**config.mk**
```make
export PLATFORM = sky130hd
export DESIGN_NAME = i2s_transmit
export DESIGN_NICKNAME = d
export VERILOG_FILES = /design/src/rtl/i2s_transmit.sv
export SDC_FILE = /design/constraint.sdc
export NUM_CORES = 1
export LEC_CHECK = 0
export ABC_AREA = 0
export BUFFER_PORTS_ARGS = -buffer_cell sky130_fd_sc_hd__buf_4
export CAP_MARGIN = 20
export CORE_ASPECT_RATIO = 1.25
export CORE_MARGIN = 1.5
export CORE_UTILIZATION = 30
export DETAILED_ROUTE_END_ITERATION = 10
export SLEW_MARGIN = 10
export SYNTH_ARGS = -nofsm -noshare
export SYNTH_HDL_FRONTEND = slang
export SYNTH_SLANG_ARGS = --single-unit
```
**constraint.sdc**
```tcl
create_clock -name clk -period 9.9 [get_ports clk]
set_input_delay 1.485 -clock clk [delete_from_list [all_inputs] [get_ports clk]]
set_output_delay 1.485 -clock clk [all_outputs]
set_load 0.05 [all_outputs]
```
**src/rtl/i2s_transmit.sv**
```systemverilog
// I2S transmitter: a PCM sample FIFO feeding a mono, MSB-first I2S serializer.
// The bit clock is divided down from clk; one sample is popped per 64-slot frame.
module i2s_transmit #(
   parameter int DATA_IN_SIZE  = 16,
   parameter int I2S_DATA_SIZE = 24,
   parameter int CLK_FREQ      = 100_000_000,
   parameter int I2S_CLK_FREQ  = 1_500_000,
   parameter int FIFO_DEPTH    = 16
) (
   input  logic                        clk,
   input  logic                        rst,
   input  logic [DATA_IN_SIZE-1:0]     pcm_in,
   input  logic                        pcm_valid,
   output logic                        pcm_ready,
   output logic                        i2s_clk,
   output logic                        i2s_ws,
   output logic                        i2s_sd,
   output logic                        underrun,
   output logic [$clog2(FIFO_DEPTH):0] fifo_level
);

   localparam int HALF_DIV = CLK_FREQ / (2 * I2S_CLK_FREQ);
   localparam int CW       = (HALF_DIV > 2) ? $clog2(HALF_DIV) : 1;
   localparam int AW       = $clog2(FIFO_DEPTH);

   if (HALF_DIV < 2) begin : g_bad_div
      $error("i2s_transmit: HALF_DIV must be at least 2");
   end
   if (DATA_IN_SIZE > I2S_DATA_SIZE) begin : g_bad_width
      $error("i2s_transmit: DATA_IN_SIZE exceeds I2S_DATA_SIZE");
   end
   if (I2S_DATA_SIZE > 31) begin : g_bad_slot
      $error("i2s_transmit: I2S_DATA_SIZE exceeds 31");
   end
   if (FIFO_DEPTH < 2 || (FIFO_DEPTH & (FIFO_DEPTH - 1)) != 0) begin : g_bad_depth
      $error("i2s_transmit: FIFO_DEPTH must be a power of 2");
   end

   logic [CW-1:0]           div_q, div_d;
   logic                    sclk_q, sclk_d;
   logic [5:0]              slot_q, slot_d;
   logic                    ws_q, ws_d;
   logic                    sd_q, sd_d;
   logic                    und_q, und_d;
   logic [DATA_IN_SIZE-1:0] word_q, word_d;
   logic [AW-1:0]           wr_q, wr_d;
   logic [AW-1:0]           rd_q, rd_d;
   logic [AW:0]             lvl_q, lvl_d;
   logic [DATA_IN_SIZE-1:0] mem_q [FIFO_DEPTH];

   logic                    tick;
   logic                    fall;
   logic                    pop;
   logic                    push;
   logic                    empty;
   logic [5:0]              slot_n;
   logic [4:0]              j;
   logic [31:0]             word_ext;

   assign tick      = (div_q == CW'(HALF_DIV - 1));
   assign fall      = tick & sclk_q;
   assign slot_n    = slot_q + 6'd1;
   assign j         = slot_n[4:0];
   assign empty     = (lvl_q == '0);
   assign pop       = fall & (slot_q == 6'd63);
   assign pcm_ready = (lvl_q != (AW + 1)'(FIFO_DEPTH));
   assign push      = pcm_valid & pcm_ready;

   // Sample MSB sits at bit 31, so slot j reads bit 32-j; pad bits are zero.
   assign word_ext  = 32'(word_q) << (32 - DATA_IN_SIZE);

   always_comb begin
      div_d  = tick ? '0 : div_q + CW'(1);
      sclk_d = sclk_q ^ tick;
      slot_d = slot_q;
      ws_d   = ws_q;
      sd_d   = sd_q;
      word_d = word_q;
      und_d  = 1'b0;
      rd_d   = rd_q;
      wr_d   = wr_q;
      lvl_d  = lvl_q;
      if (fall) begin
         slot_d = slot_n;
         ws_d   = slot_n[5];
         sd_d   = (j != 5'd0) & word_ext[5'd0 - j];
      end
      if (pop) begin
         if (empty) begin
            word_d = '0;
            und_d  = 1'b1;
         end else begin
            word_d = mem_q[rd_q];
            rd_d   = rd_q + AW'(1);
         end
      end
      if (push) begin
         wr_d = wr_q + AW'(1);
      end
      case ({push, pop & ~empty})
         2'b10:   lvl_d = lvl_q + (AW + 1)'(1);
         2'b01:   lvl_d = lvl_q - (AW + 1)'(1);
         default: lvl_d = lvl_q;
      endcase
   end

   always_ff @(posedge clk) begin
      if (rst) begin
         div_q  <= '0;
         sclk_q <= 1'b0;
         slot_q <= '0;
         ws_q   <= 1'b0;
         sd_q   <= 1'b0;
         und_q  <= 1'b0;
         word_q <= '0;
         wr_q   <= '0;
         rd_q   <= '0;
         lvl_q  <= '0;
      end else begin
         div_q  <= div_d;
         sclk_q <= sclk_d;
         slot_q <= slot_d;
         ws_q   <= ws_d;
         sd_q   <= sd_d;
         und_q  <= und_d;
         word_q <= word_d;
         wr_q   <= wr_d;
         rd_q   <= rd_d;
         lvl_q  <= lvl_d;
      end
   end

   always_ff @(posedge clk) begin
      if (push) begin
         mem_q[wr_q] <= pcm_in;
      end
   end

   assign i2s_clk    = sclk_q;
   assign i2s_ws     = ws_q;
   assign i2s_sd     = sd_q;
   assign underrun   = und_q;
   assign fifo_level = lvl_q;

endmodule

```
==> results of run 1 <==
[cell usage after synthesis, types with 7 or more instances]
master,instances,share of area [%]
a22o_1,17,1.2
buf_2,11,0.46
buf_6,7,0.66
dfxtp_1,48,8.0
edfxtp_1,256,64
ha_1,12,1.2
inv_1,9,0.28
mux4_1,26,5.7
mux4_2,58,11
nand2_1,14,0.44
nand2b_1,7,0.36
nor2_1,45,1.4
xnor2_1,7,0.51
xor2_1,14,1.0
[final cells by class]
| type | instances | share of cell area (%) |
|---|---|---|
| multi-input cells | 254 | 23.04 |
| well taps | 498 | 4.533 |
| flip-flops and latches | 304 | 62.95 |
| repair buffers | 35 | 1.912 |
| clock inverters | 19 | 1.830 |
| inverters | 9 | 0.2458 |
| clock buffers | 34 | 5.489 |
[kinds of logic (layout without fill, tap and decap cells)]
logic type      Yosys count  after routing  share of synthesized area [%]
flops                   304            304                          71.93
simple gates             99             99                          4.100
mux                      88             88                          16.88
buf+inv                  43             97                          2.154
compound gates           34             34                          2.164
xor+xnor                 21             21                          1.530
fa+ha+maj                12             12                          1.249
[power groups by stage]
stage	clock network (uW)	logic, uW	registers (uW)
4_1_cts	1180	70.9	1410
3_5_place_dp	0	70.8	1440
6_report	1160	68.6	1410
3_3_place_gp	0	69.4	1430
2_1_floorplan	0	30.0	1440
5_1_grt	1230	74.9	1410
[state kept, by name, indices dropped and copies added, names as in the netlist, named ones only]
signal	count
div_q	6
fifo_level	5
i2s_clk	1
i2s_sd	1
mem_q	256
rd_q	4
slot_q	6
underrun	1
word_q	16
wr_q	4
[metal layers]
layer	vias up	global-route usage [%]
met5	-	0
met1	2861	15.33
met3	27	2.040
met4	0	2.879
met2	96	19.23
li1	2506	-
[worst register-to-register path, cell delays in order (launching register included)]
cell	delay [ps]
dfxtp_1	330
inv_1	60
ha_1	140
nand2_1	50
nor4_1	270
ha_1	420
nand4_2	180
or2_2	370
nor2_1	340
ha_1	400
xor2_1	120
ha_1	240
a21o_1	170
xnor2_1	130
or3_1	310
a21oi_1	130
[worst max-delay path by stage]
stage	endpoint	slack (ps)	cells after the start
2_1_floorplan	fifo_level[2]	6420	13
3_3_place_gp	fifo_level[2]	6300	15
3_5_place_dp	fifo_level[2]	6110	15
4_1_cts	fifo_level[2]	6110	15
5_1_grt	fifo_level[2]	5750	15
6_report	fifo_level[2]	6190	15
[through the flow]
step	cell area, sq um	util [%]	worst slack (ps)
after floorplan	12020	-	6418
after global placement	12740	32.40	6303
after detailed placement	12740	32.40	6106
after CTS	13750	34.96	6108
after global routing	13750	34.96	5748
final	13750	34.96	6188
==> flow_metrics.py, run 1 <==
metrics = {
    "critical_path": {
        "end_kind": "register",
        "crit_top_cell": "ha_1",
        "worst_ep_required_time_ps": 10370,
        "rr_endpoint": "fifo_level[2]",
        "r2r_cells": 15,
        "crit_path_cell_trace": "inv_1 -> ha_1 -> nand2_1 -> nor4_1 -> ha_1 -> nand4_2 -> or2_2 -> nor2_1 -> ha_1 -> xor2_1 -> ha_1 -> a21o_1 -> xnor2_1 -> or3_1 -> a21oi_1",
        "arrival_ps": 4180,
        "cp_num_buf_inv": 1,
        "start_kind": "register",
        "cp_slowest_cell": "ha_1",
        "cpPeakStageDelay_ps": 420,
        "cpLargestDelayFamily": "simple AND/OR/NAND/NOR gates",
        "r2r_slack_ps": 6190,
        "worstSetupPathType": "register to register",
        "cp-startpoint": "div_q[0]",
        "critPathMaxFanout": 8,
        "reg2reg_from": "div_q[0]",
    },
    "route": {
        "dr.pass1.iters": 4,
        "wl_um": 23280,
        "wire_per_inst_um": 20.19,
        "met3RoutedLength_um": 1295,
        "antenna_left": 0,
        "wl_met2_um": 11580,
        "drtIter0Drc": 414,
        "wl_met1_um": 10050,
        "dr_total_vias": 5490,
        "viasPerCell": 4.761,
        "drc_errors": 0,
        "highest_layer": "met4",
    },
    "cells_and_area": {
        "stdcell_count": 1153,
        "final_cell_mix": "edfxtp_1 (256), mux4_2 (58), dfxtp_1 (46)",
        "nFillCells": 3634,
        "final_common_cell": "edfxtp_1",
        "area_growth_pct": 14.32,
        "drive_above_1_share_pct": 25.04,
        "antenna_cells_inserted": 0,
        "seq_area_sq_um": 8653,
        "multi_input_area_sq_um": 3167,
        "nNetsFinal": 664,
    },
    "timing": {
        "min_period_ps": 3712,
        "finalClockSkew_ps": 12.61,
        "maxSlewViolCount": 0,
        "relSlewSlack_pct": 31.72,
        "setup_viol": 0,
        "hold_slack_ps": 463.3,
        "tightest_slew_ps": 1023,
        "timing.final.crit_share_pct": 37.49,
        "fmax_mhz": 269.4,
        "hold_violations": 0,
        "rsz0062_at_grt": "false",
        "setup_tns_ps": 0,
    },
    "cts": {
        "path_clk_slew_ps": 60,
        "clk_path_buf_depth": 3,
        "cts-buffers-inserted": 29,
        "cts_post_setup_buffers_inserted": 0,
        "cts_root_buf": "clkbuf_16",
        "cts_tree": "built",
        "cts_sinks": 304,
        "clkLatencyLatePin_ps": 540,
        "holdBufCountCts": 0,
        "htreeDepth": 1,
        "cts_resized": 0,
    },
    "synthesis": {
        "yosys_warnings": 0,
        "synth_cells": 601,
        "ys_types": 48,
        "seq_area_frac_synth_pct": 71.93,
        "synth_seq_cells": 304,
        "synth_edf_count": 256,
        "syn_area_per_cell_sq_um": 20.01,
        "async_flop_share_pct": 0,
        "synthFlopType": "edfxtp_1",
        "syn_area_sq_um": 12020,
        "synthesis.nets": 632,
    },
    "placed_design": {
        "dpl.hpwl_um": 14300,
        "port_buffers": 28,
        "place_inst": 1100,
        "gp_congestion": 0.7140,
    },
    "worst_hold_path": {
        "whs_endpoint": "div_q[0]",
        "holdCritPathClass": "register to register",
        "worstHoldPathCells": 1,
        "hp-start": "div_q[0]",
    },
    "power": {
        "p_comb_share_pct": 2.6,
        "leakage_uw": 0.004356,
        "seqPwrFrac_pct": 53.4,
        "p_per_area_nw_per_um2": 191.6,
        "peakVddDrop_mv": 0.1439,
        "p_int_uw": 2125,
        "p_total_uw": 2634,
        "p_sw_share_pct": 19.31,
        "switching_power_uw": 508.5,
        "clkPwrFrac_pct": 44.0,
    },
    "floorplanning": {
        "die_w_um": 182.1,
        "initial_core_util_pct": 30.58,
        "die_h_um": 226.8,
        "core-area_sq_um": 39320,
        "dieArea_sq_um": 41300,
        "io_pins": 29,
        "placementRows": 81,
    },
    "global_route": {
        "grt_remaining_overflow": 0,
        "grt_use_total_pct": 11.43,
        "grt_pass1_wl_um": 35250,
        "grt_max_degree": 65,
        "grt_pass1_vias": 5662,
        "antenna_found_initial": 0,
    },
    "run": {
        "maxCapViolCount": 0,
    },
    "run_status": {
        "status": "finished clean",
    },
}
(Power assumes the default switching activity.)
==> inputs of run 2 (changes only) <==
ABC_AREA = 1   (was 0)
clock period = 3.82 ns   (was 9.9 ns; I/O delays follow)
==> run 2 against run 1 <==
Register-to-register slack worse by 5500 ps; sequential power rose to 2.6 times the previous value; setup slack worse by 5500 ps; global-route usage rose by 1.6 points; clock skew grew 10 ps; maximum frequency increased by 19%; power rose to 2.7 times the previous value; sequential share of layout area fell by 3.8 points; clock power rose to 2.8 times the previous value; via count is 47% higher; critical path type unchanged; critical endpoint is now fifo_level[4].
==> flow_metrics.py, run 2 <==
metrics = {
    "run_status": {
        "status": "finished clean",
    },
    "placed_design": {
        "gp_congestion": 0.7971,
        "port_buffers": 28,
        "dpl.hpwl_um": 17140,
    },
    "route": {
        "wire_per_inst_um": 16.29,
        "antenna_left": 0,
        "drc_errors": 0,
        "drtIter0Drc": 745,
        "dr.pass1.iters": 6,
        "wl_um": 28270,
        "viasPerCell": 4.648,
        "dr_total_vias": 8069,
    },
    "synthesis": {
        "async_flop_share_pct": 0,
        "synth_edf_count": 256,
        "synth_area_leaders": "edfxtp_1 (60%), dfxtp_1 (7.5%), inv_1 (4.7%)",
        "ys_types": 33,
        "synthFlopType": "edfxtp_1",
        "synthesis.nets": 1161,
        "yosysMostFrequentCell": "edfxtp_1",
        "synth_seq_cells": 304,
        "synth_cells": 1130,
        "seq_area_frac_synth_pct": 67.90,
        "synth_top_area_share_pct": 60.36,
        "synth_top_area_cell": "edfxtp_1",
        "syn_area_sq_um": 12740,
        "syn_area_per_cell_sq_um": 11.27,
        "synthTopCellsByCount": "edfxtp_1 (256), inv_1 (161), nand2_1 (128)",
        "yosys_warnings": 0,
    },
    "floorplanning": {
        "initial_core_util_pct": 30.37,
        "die_w_um": 187.3,
        "placementRows": 84,
        "dieArea_sq_um": 43710,
        "die_h_um": 233.4,
        "io_pins": 29,
        "core-area_sq_um": 41940,
    },
    "global_route": {
        "antenna_found_initial": 0,
        "grt_max_degree": 120,
        "grt_pass1_wl_um": 44510,
        "grt_use_total_pct": 13.02,
        "grt_remaining_overflow": 0,
        "grt_pass1_vias": 7846,
    },
    "cts": {
        "cts_tree": "built",
        "htreeDepth": 1,
        "clk_path_buf_depth": 3,
        "cts_root_buf": "clkbuf_16",
        "cts_post_setup_buffers_inserted": 0,
        "cts_resized": 0,
        "cts_sinks": 304,
        "clkLatencyLatePin_ps": 570,
        "cts-buffers-inserted": 30,
        "holdBufCountCts": 0,
        "path_clk_slew_ps": 60,
    },
    "critical_path": {
        "critPathMaxFanout": 23,
        "crit_path_cell_trace": "inv_1 -> ha_1 -> nand3_1 -> nor3_1 -> ha_1 -> nand3_1 -> nor2_2 -> nand2_2 -> clkinv_2 -> ha_1 -> xor2_1 -> ha_1 -> inv_1 -> nand2_2 -> nand2_1 -> nand3_1 -> nand3_1 -> nand2_1 -> inv_1",
        "worst_ep_required_time_ps": 4300,
        "cpPeakStageDelay_ps": 340,
        "arrival_ps": 3600,
        "end_kind": "register",
        "worstSetupPathType": "register to register",
        "cpLargestDelayFamily": "simple AND/OR/NAND/NOR gates",
        "start_kind": "register",
        "cp_num_buf_inv": 4,
        "cp_slowest_cell": "ha_1",
    },
    "cells_and_area": {
        "final_cell_mix": "edfxtp_1 (256), inv_1 (161), nand2_1 (128)",
        "top_regs": "mem_q: 256 flops, word_q: 16 flops",
        "area_growth_pct": 14.96,
        "final_common_cell": "edfxtp_1",
        "nNetsFinal": 1184,
        "drive_above_1_share_pct": 11.98,
        "antenna_cells_inserted": 0,
        "top_register": "mem_q",
        "fin_util_pct": 34.91,
        "largest_reg_flops": 256,
    },
    "power": {
        "p_per_area_nw_per_um2": 487.4,
        "leakage_uw": 0.005195,
        "peakVddDrop_mv": 0.3665,
    },
    "timing": {
        "fmax_mhz": 320.5,
        "hold_violations": 0,
        "maxSlewViolCount": 0,
        "relSlewSlack_pct": 31.85,
        "timing.final.crit_share_pct": 81.67,
        "setup_tns_ps": 0,
        "rsz0062_at_grt": "false",
        "setup_viol": 0,
        "tightest_slew_ps": 1021,
        "hold_slack_ps": 304.9,
        "finalClockSkew_ps": 22.91,
        "min_period_ps": 3120,
    },
    "worst_hold_path": {
        "holdCritPathClass": "input pin to register",
    },
    "run": {
        "maxCapViolCount": 0,
    },
}
run 2: cell count changes in the layout (fill, tap and decap cells not counted), sizes merged, moves of 16 or more:
| cell | delta |
|---|---|
| nand2 | +116 |
| buf | +16 |
| a21oi | +114 |
| nand3 | +74 |
| a22o | -17 |
| inv | +152 |
| mux4 | -84 |
| o211ai | +41 |
| o21ai | +121 |
run 2: layer usage:
metal	GRT usage [%]	vias to the layer above	routed length, um
met1	15.62	3931	12070
li1	-	3967	-
met4	4.309	0	626
met3	1.593	43	965
met2	24.09	128	14610
met5	0	-	0
run 2: cell families (layout without fill, tap and decap cells):
logic type / count (synthesis) / after routing / synth area share, %
DFF: 304 / 304 / 67.90
adders and majority gates: 12 / 12 / 1.179
and+or+nand+nor: 282 / 282 / 9.618
AOI/OAI and AO/OA: 290 / 290 / 12.27
buffers and inverters: 223 / 270 / 7.545
xor gates and xnor gates: 10 / 10 / 0.6877
muxes: 9 / 9 / 0.7958
run 2: power breakdown:
part	internal, uW	switching [uW]
sequential	3640	21.3
combinational	60.4	167
clock	1990	1260
run 2: metrics by stage:
step / total power [uW] / instance area, sq um / setup WS, ps / instances
after floorplan: 3844 / 12740 / 957.2 / 1130
after global placement: 3957 / 13540 / 853.9 / 1680
after detailed placement: 3962 / 13540 / 727.3 / 1680
after CTS: 7216 / 14640 / 714.1 / 1736
after global routing: 7367 / 14640 / 366.6 / 1736
final: 7137 / 14640 / 700.0 / 1736
run 2: final cells by class:
class,instances,area (sq um)
Fill cell,4079,27290
Multi-Input combinational cell,603,3167
Timing Repair Buffer,51,407.9
Sequential cell,304,8656
Clock buffer,34,765.7
Clock inverter,22,332.8
Tap cell,559,699.4
Inverter,163,613.1
run 2: worst paths after layout:
check | startpoint | cells after the start | slack [ps] | endpoint
min | pcm_in[14] | 1 | 300 | mem_q[6][14]
max reg2reg | div_q[0] | 19 | 700 | fifo_level[4]
max | div_q[0] | 19 | 700 | fifo_level[4]
min reg2reg | div_q[0] | 1 | 450 | div_q[0]
